<file path="config.mk">
export PLATFORM = sky130hd
export DESIGN_NAME = score_update_arbiter
export DESIGN_NICKNAME = d
export VERILOG_FILES = /design/src/rtl/score_update_arbiter.sv
export SDC_FILE = /design/constraint.sdc
export NUM_CORES = 1
export LEC_CHECK = 0
export BUFFER_PORTS_ARGS = -buffer_cell sky130_fd_sc_hd__buf_2
export CORE_UTILIZATION = 35
export DETAILED_ROUTE_END_ITERATION = 12
export GPL_TIMING_DRIVEN = 1
export PLACE_DENSITY_LB_ADDON = 0.25
export SETUP_SLACK_MARGIN = 0.05
export SYNTH_ARGS = -nofsm -noshare
export SYNTH_HDL_FRONTEND = slang
export SYNTH_SLANG_ARGS = --single-unit
</file>
<file path="constraint.sdc">
create_clock -name clk -period 7.4 [get_ports clk]
set_input_delay 0.74 -clock clk [delete_from_list [all_inputs] [get_ports clk]]
set_output_delay 0.74 -clock clk [all_outputs]
set_load 0.1 [all_outputs]
</file>
<file path="src/rtl/score_update_arbiter.sv">
// score_update_arbiter
// Funnels point awards from several game-logic sources into the single 8-bit
// scoreUpdate port of the score block. Each source owns a one-entry slot that
// accumulates (saturating) until it is issued. At most one award is issued per
// video frame, in round-robin order. A bonus tracker watches the running score
// and pulses extraLife at every BONUS_STEP boundary.
module score_update_arbiter #(
  parameter int NUM_REQ    = 4,    // number of award sources (2..8)
  parameter int BONUS_STEP = 1500  // score interval between extra lives
) (
  input  logic                 clk,
  input  logic                 resetN,        // asynchronous, active-high
  input  logic                 startOfFrame,
  input  logic                 startGame,
  input  logic [NUM_REQ-1:0]   req,
  input  logic [8*NUM_REQ-1:0] reqValue,
  input  logic [31:0]          score,
  output logic [7:0]           scoreUpdate,
  output logic [2:0]           grantIdx,
  output logic [NUM_REQ-1:0]   pending,
  output logic                 saturated,
  output logic                 extraLife
);

  localparam int PTR_W = (NUM_REQ > 1) ? $clog2(NUM_REQ) : 1;

  typedef enum logic [1:0] {
    IDLE,   // nothing waiting
    ARMED,  // awards waiting, issue on the next frame pulse
    ISSUE   // the cycle in which scoreUpdate carries the award
  } state_t;

  state_t             state_q, state_d;
  logic [7:0]         slot_q [NUM_REQ];
  logic [7:0]         slot_d [NUM_REQ];
  logic [NUM_REQ-1:0] pending_q, pending_d;
  logic [PTR_W-1:0]   rr_ptr_q, rr_ptr_d;
  logic [7:0]         score_update_q, score_update_d;
  logic [2:0]         grant_idx_q, grant_idx_d;
  logic               saturated_q, saturated_d;
  logic [31:0]        next_bonus_q, next_bonus_d;
  logic               extra_life_q, extra_life_d;

  // Grant search results
  logic               grant_found;
  logic [PTR_W-1:0]   grant_sel;
  logic [PTR_W-1:0]   scan_idx;
  logic               issue_go;

  // Working values for slot accumulation and bonus stepping
  logic [8:0]         slot_sum;
  logic [7:0]         req_val;
  logic [32:0]        bonus_sum;

  // Round-robin search: first pending slot starting at rr_ptr, wrapping.
  always_comb begin
    // NOTE: every variable written here gets a default first, so no path can
    // leave one unassigned and infer a latch.
    grant_found = 1'b0;
    grant_sel   = '0;
    scan_idx    = '0;
    for (int k = 0; k < NUM_REQ; k++) begin
      scan_idx = PTR_W'((int'(rr_ptr_q) + k) % NUM_REQ);
      if (!grant_found && pending_q[scan_idx]) begin
        grant_found = 1'b1;
        grant_sel   = scan_idx;
      end
    end
  end

  // A grant is taken only from ARMED on a frame pulse; startGame overrides it.
  assign issue_go = (state_q == ARMED) && startOfFrame && grant_found && !startGame;

  // Next-state logic for the FSM, slots, pending flags and issue register.
  always_comb begin
    state_d        = state_q;
    pending_d      = pending_q;
    rr_ptr_d       = rr_ptr_q;
    score_update_d = '0;
    grant_idx_d    = grant_idx_q;
    saturated_d    = saturated_q;
    slot_sum       = '0;
    req_val        = '0;
    for (int i = 0; i < NUM_REQ; i++) slot_d[i] = slot_q[i];

    if (startGame) begin
      // Restart wins over everything, including same-cycle requests.
      state_d     = IDLE;
      pending_d   = '0;
      rr_ptr_d    = '0;
      saturated_d = 1'b0;
      for (int i = 0; i < NUM_REQ; i++) slot_d[i] = '0;
    end else begin
      case (state_q)
        IDLE: begin
          if (|pending_q) state_d = ARMED;
        end
        ARMED: begin
          if (issue_go) begin
            state_d              = ISSUE;
            score_update_d       = slot_q[grant_sel];
            grant_idx_d          = 3'(grant_sel);
            slot_d[grant_sel]    = '0;
            pending_d[grant_sel] = 1'b0;
            rr_ptr_d             = PTR_W'((int'(grant_sel) + 1) % NUM_REQ);
          end
        end
        ISSUE: begin
          // Only one award per frame: a frame pulse seen here is ignored.
          state_d = (|pending_q) ? ARMED : IDLE;
        end
        default: state_d = IDLE;
      endcase

      // Capture new awards. A request that lands on the slot being issued
      // reloads it, since its previous contents have just been sent.
      for (int i = 0; i < NUM_REQ; i++) begin
        req_val = reqValue[8*i +: 8];
        if (req[i] && (req_val != 8'd0)) begin
          if (issue_go && (grant_sel == PTR_W'(i))) begin
            slot_d[i] = req_val;
          end else begin
            slot_sum = {1'b0, slot_q[i]} + {1'b0, req_val};
            if (slot_sum[8]) begin
              slot_d[i]   = 8'hFF;
              saturated_d = 1'b1;
            end else begin
              slot_d[i] = slot_sum[7:0];
            end
          end
          pending_d[i] = 1'b1;
        end
      end
    end
  end

  // Bonus tracker: one BONUS_STEP per cycle while the score is at or past it.
  always_comb begin
    next_bonus_d = next_bonus_q;
    extra_life_d = 1'b0;
    bonus_sum    = {1'b0, next_bonus_q} + 33'(BONUS_STEP);
    if (startGame) begin
      next_bonus_d = 32'(BONUS_STEP);
    end else if ((score >= next_bonus_q) && (next_bonus_q != 32'hFFFF_FFFF)) begin
      extra_life_d = 1'b1;
      next_bonus_d = bonus_sum[32] ? 32'hFFFF_FFFF : bonus_sum[31:0];
    end
  end

  // State registers.
  always_ff @(posedge clk or posedge resetN) begin
    if (resetN) begin
      state_q        <= IDLE;
      pending_q      <= '0;
      rr_ptr_q       <= '0;
      score_update_q <= '0;
      grant_idx_q    <= '0;
      saturated_q    <= 1'b0;
      next_bonus_q   <= 32'(BONUS_STEP);
      extra_life_q   <= 1'b0;
      // NOTE: the slots are a handful of flops, not a RAM, so they are reset
      // along with everything else; an unreset slot would leak a stale award.
      for (int i = 0; i < NUM_REQ; i++) slot_q[i] <= '0;
    end else begin
      // NOTE: non-blocking assignments so every register samples the values
      // from before this edge, regardless of statement order.
      state_q        <= state_d;
      pending_q      <= pending_d;
      rr_ptr_q       <= rr_ptr_d;
      score_update_q <= score_update_d;
      grant_idx_q    <= grant_idx_d;
      saturated_q    <= saturated_d;
      next_bonus_q   <= next_bonus_d;
      extra_life_q   <= extra_life_d;
      for (int i = 0; i < NUM_REQ; i++) slot_q[i] <= slot_d[i];
    end
  end

  // A restart arriving in the ISSUE cycle suppresses the award being shown.
  assign scoreUpdate = startGame ? 8'd0 : score_update_q;
  assign grantIdx    = grant_idx_q;
  assign pending     = pending_q;
  assign saturated   = saturated_q;
  assign extraLife   = extra_life_q;

endmodule

</file>
After elaboration in Yosys (flattened, before gate mapping)
Index checks and enable logic that the tools add are counted.
{"block": "totals", "register_bits": 84, "input_bits": 72, "elab_cells": 168}
{"block": "classes", "n_addsub": 9, "magnitude_cmp": 9, "n_eq_ne": 8, "n_mux": 75, "bitwise_logic": 6, "n_reduce_logical": 46}
{"op": "2-to-1 mux 32 bit", "n": 6}
{"op": "2-to-1 mux 8 bit", "n": 19}
{"op": "adder 8 x 8 -> 9 bit", "n": 4}
{"op": "adder 32 x 11 -> 33 bit, second input constant", "n": 1}
{"op": "AND 32 bit", "n": 1}
{"op": "greater-or-equal comparator 32 bit", "n": 1}
{"op": "inequality test 32 bit, second input constant", "n": 1}
{"op": "inverter 32 bit", "n": 1}
{"op": "nonzero test 8 bit", "n": 4}
{"op": "2-to-1 mux 1 bit", "n": 29}
{"op": "nonzero test 3 bit", "n": 8}
{"op": "2-to-1 mux 2 bit", "n": 10}
{"op": "logical AND 1 bit", "n": 17}
{"op": "binary-select mux 8 bit (select 2 bit)", "n": 1}
{"op": "demux 8 bit (select 2 bit)", "n": 1}
{"op": "less-than comparator 2 x 3 -> 1 bit, second input constant", "n": 5}
{"op": "2-to-1 mux 4 bit", "n": 3}
{"op": "AND reduction 2 bit", "n": 6}
{"op": "binary-select mux 1 bit (select 2 bit)", "n": 4}
{"op": "equality test 2 bit, second input constant", "n": 3}
{"op": "inequality test 3 bit, second input constant", "n": 2}
{"op": "case mux 2 bit (3 select lines)", "n": 1}
{"op": "nonzero test 2 bit", "n": 3}
{"op": "adder 2 x 1 -> 2 bit, second input constant", "n": 2}
{"op": "14 further kinds", "n": 20}

Longest topological paths before layout
{"block": "depth", "ltp_word": 27, "depth_mapped": 12, "depth_no_buf": 10}

Worst setup path after synthesis
Ideal clock, no wire load.
{"block": "synth_path", "path_kind": "input to output", "from": "input startGame", "to": "output scoreUpdate[0]", "arrival_time_ps": 2435, "required_time_ps": 6660, "path_slack_ps": 4225, "stages": 3, "n_path_buf": 2, "cell_sequence": "clkbuf_1 -> clkbuf_1 -> nor2b_1"}
{"block": "synth_between", "elab_chain_len": 1}
{"element": "start, declared", "line_no": "14", "rtl": "input logic startGame,"}
{"element": "2-to-1 mux 8 bit", "line_no": "180", "rtl": "assign scoreUpdate = startGame ? 8'd0 : score_update_q;"}
{"element": "end, declared", "line_no": "18", "rtl": "output logic [7:0] scoreUpdate,"}
No other way between the ends.

Worst setup path after layout
{"block": "layout_path", "from": "input startGame", "to": "register slot_q[3] in the netlist's numbering"}
{"block": "layout_between", "elab_chain_len": 6}
{"element": "logical NOT 1 bit", "line_no": "72", "rtl": "assign issue_go = (state_q == ARMED) && startOfFrame && grant_found && !startGame;"}
{"element": "logical AND 1 bit", "line_no": "72"}
{"element": "logical AND 1 bit", "line_no": "120", "rtl": "if (issue_go && (grant_sel == PTR_W'(i))) begin"}
{"element": "2-to-1 mux 8 bit", "line_no": "120"}
{"element": "2-to-1 mux 8 bit", "line_no": "119", "rtl": "if (req[i] && (req_val != 8'd0)) begin"}
{"element": "2-to-1 mux 32 bit", "line_no": "86", "rtl": "if (startGame) begin"}
{"element": "end, declared", "line_no": "34", "rtl": "logic [7:0] slot_q [NUM_REQ];"}
Parallel ways exist; a longest one is shown, timed or not.
A chain may end at the register's enable or synchronous reset.

==> reports/results.ini <==
[grt]
grt_pass1_wl_um=30000
overflow=0
grt_pass1_vias=5803
antenna_found_initial=0
track_usage_pct=19.2
grt_max_degree=62

[setup_path]
critical_path.cell_chain=buf_2 > buf_4 > inv_1 > nand2_1 > inv_1 > nand2_1 > nand2b_1 > nor2_1 > nor2_1 > a22o_1
slowest_delay_ns=0.60
cp_top_family=buffers and inverters
ff2ff_setup_slack_ns=4.44
worstPathRequired_ns=7.63
critPathBufInv=4
crit_type=in -> reg
cp-start-kind=input port
path_max_fanout=61
critical-path-slowest-cell=inv_1
crit_cells=10
reg2reg_to=next_bonus_q[9]
cp-end-kind=flop
ff2ff_path_depth=9
r2r-start=next_bonus_q[27]
cp.arrival_ns=3.75

[clock_tree]
clk_path_buf_depth=2
path_clk_slew_ns=0.06
postCtsSetupBuffers=0
clk_latency_ns=0.34
holdBufCountCts=0
h-tree-depth=3
cts_tree=done
cts-root-buf=clkbuf_16
cts_buffers=9
cts.sinks=83
cts.repair.resized=0

[cells_and_area]
antenna_cells=0
drive_gt1_share_pct=14.9
fin_util_pct=40.4
syn_to_final_growth_pct=13.3
final_nets=1014

[synth]
synthesis.nets=939
synth.cell_area_mm2=0.00665
synthDistinctLibCells=73
ys_ff_latch=83
synth_commonest_cells=nand2_1 (106), nor2_1 (80), dfrtp_1 (76), ha_1 (70), a21oi_1 (68)
synth_top_area_cell=dfrtp_1
postSynthCellCount=793
yosysWarnings=0
avgSynthCellArea_um2=8.38
async_flop_share_pct=100
synth.most_common_cell=nand2_1
yosysTopAreaCellShare_pct=28.6
synth_edf_count=0
synth_ff_type=dfrtp_1
synth-seq-area-share_pct=31.4
synth_area_leaders=dfrtp_1 (29%), ha_1 (13%), nand2_1 (6.0%), a21oi_1 (5.1%), nor2_1 (4.5%)

[power_and_ir_drop]
p_total_mw=1.53
ir_drop_mv=0.137
p_per_area_mw_per_mm2=203
p_leak_nw=3.37

[timing]
report.final.slew_viol_count=0
rsz0062_at_grt=false
finalCriticalPeriod_ns=3.51
holdWs_ns=0.394
final_hold_viol_count=0
setup_tns_ns=0
final-setup-viol-count=0
worst_slew_pin_slew_ns=0.808
fin_crit_sh_pct=47.5
fmax_mhz=285
slew_headroom_pct=46.1
fin_skew_ns=0.00572

[worst_hold_path]
hp-class=in -> async

[placement]
gp_congestion=0.872
io_buffers=87
dp_hpwl_um=13800

[drt]
vias_per_cell=5.56
post_drt_wl_per_cell_um=16.4
drcViolationCount=0
wl_met3_um=832
ant_nets=0
m1WireLength_um=8620
vias=6156
drt-initial-drc-count=489
first_pass_iters=5
routed_wl_um=18200
highest_layer=met4
wl_met2_um=8490

[floorplan]
initial_core_util_pct=35.7
core-area_mm2=0.0186
fp.dieW_um=140
ios=89
fp.dieH_um=140
die_area_mm2=0.0195
rows=50

[outcome]
status=finished, final reports clean

[job]
drv_cap=0

==> cell families (layout without fill, tap and decap cells) <==
family,after synthesis,after routing,synth area share [%]
muxes,2,2,0.301
AOI/OAI and AO/OA,222,222,23.2
and+or+nand+nor,309,309,22.6
adders and majority gates,74,74,14.4
xor gates and xnor gates,24,24,3.16
other,1,1,0.0564
DFF,83,83,31.4
buffers and inverters,78,158,4.95
==> per-stage QoR <==
step | cells | setup slack [ns] | instance area (µm²)
after floorplan | 793 | 4.22 | 6650
after global placement | 1091 | 3.66 | 7280
after detailed placement | 1091 | 3.57 | 7280
after CTS | 1107 | 3.94 | 7530
after global routing | 1107 | 3.63 | 7530
final | 1107 | 3.89 | 7530
==> how the worst max path moves through the flow <==
stage,startpoint,to,slack (ns)
after floorplan,startGame,scoreUpdate[0],4.22
after CTS,startGame,slot_q[3],3.94
after global routing,startGame,slot_q[3],3.63
after detailed placement,startGame,slot_q[3],3.57
after global placement,startGame,slot_q[3],3.66
final,startGame,slot_q[3],3.89
==> state kept, by name (all words and copies together), names as in the netlist <==
signal          count
slot_q             32
next_bonus_q       31
score_update_q      8
pending             4
grantIdx            2
rr_ptr_q            2
state_q             2
extraLife           1
saturated           1
==> routing by layer <==
metal,vias up,GRT usage [%]
met5,-,0
met1,2885,26.1
met2,190,31.4
li1,3063,-
met3,18,2.37
met4,0,6.25
==> power by group <==
group          switching [mW]  internal, mW  total, mW
clock                   0.178         0.228      0.406
sequential             0.0596         0.506      0.566
combinational           0.339         0.217      0.556
total                   0.577         0.951       1.53
==> layout by cell type (no fill, tap or decap), types with 4 or more instances in the layout <==
| cell type | Yosys | routed |
|---|---|---|
| a211oi_1 | 13 | 13 |
| a21o_1 | 9 | 9 |
| a21oi_1 | 68 | 68 |
| a311oi_1 | 8 | 8 |
| a31oi_1 | 10 | 10 |
| a41oi_1 | 7 | 7 |
| and2_1 | 8 | 8 |
| and3_1 | 14 | 14 |
| buf_2 | 5 | 87 |
| buf_4 | 2 | 6 |
| clkbuf_1 | 18 | 6 |
| clkbuf_16 | 0 | 9 |
| dfrtp_1 | 76 | 76 |
| dfstp_2 | 7 | 7 |
| fa_1 | 4 | 4 |
| ha_1 | 70 | 70 |
| inv_1 | 49 | 48 |
| nand2_1 | 106 | 106 |
| nand2b_1 | 9 | 9 |
| nand3_1 | 11 | 11 |
| nand4_1 | 10 | 10 |
| nor2_1 | 80 | 80 |
| nor2b_1 | 14 | 14 |
| nor3_1 | 20 | 20 |
| nor4_1 | 17 | 17 |
| o21a_1 | 5 | 5 |
| o21ai_0 | 26 | 26 |
| o21ai_1 | 4 | 4 |
| o221ai_1 | 24 | 24 |
| o31ai_1 | 4 | 4 |
| o41ai_1 | 5 | 5 |
| xnor2_1 | 18 | 18 |
| xor2_1 | 6 | 6 |
==> cell type report <==
cell class | count | area, µm²
inverter | 49 | 185
fill | 1914 | 11100
clock buffer | 15 | 248
timing repair buffer | 93 | 480
clock inverter | 1 | 5.00
tap | 234 | 293
sequential | 83 | 2090
multi-input combinational | 632 | 4230
(Power assumes the default switching activity.)
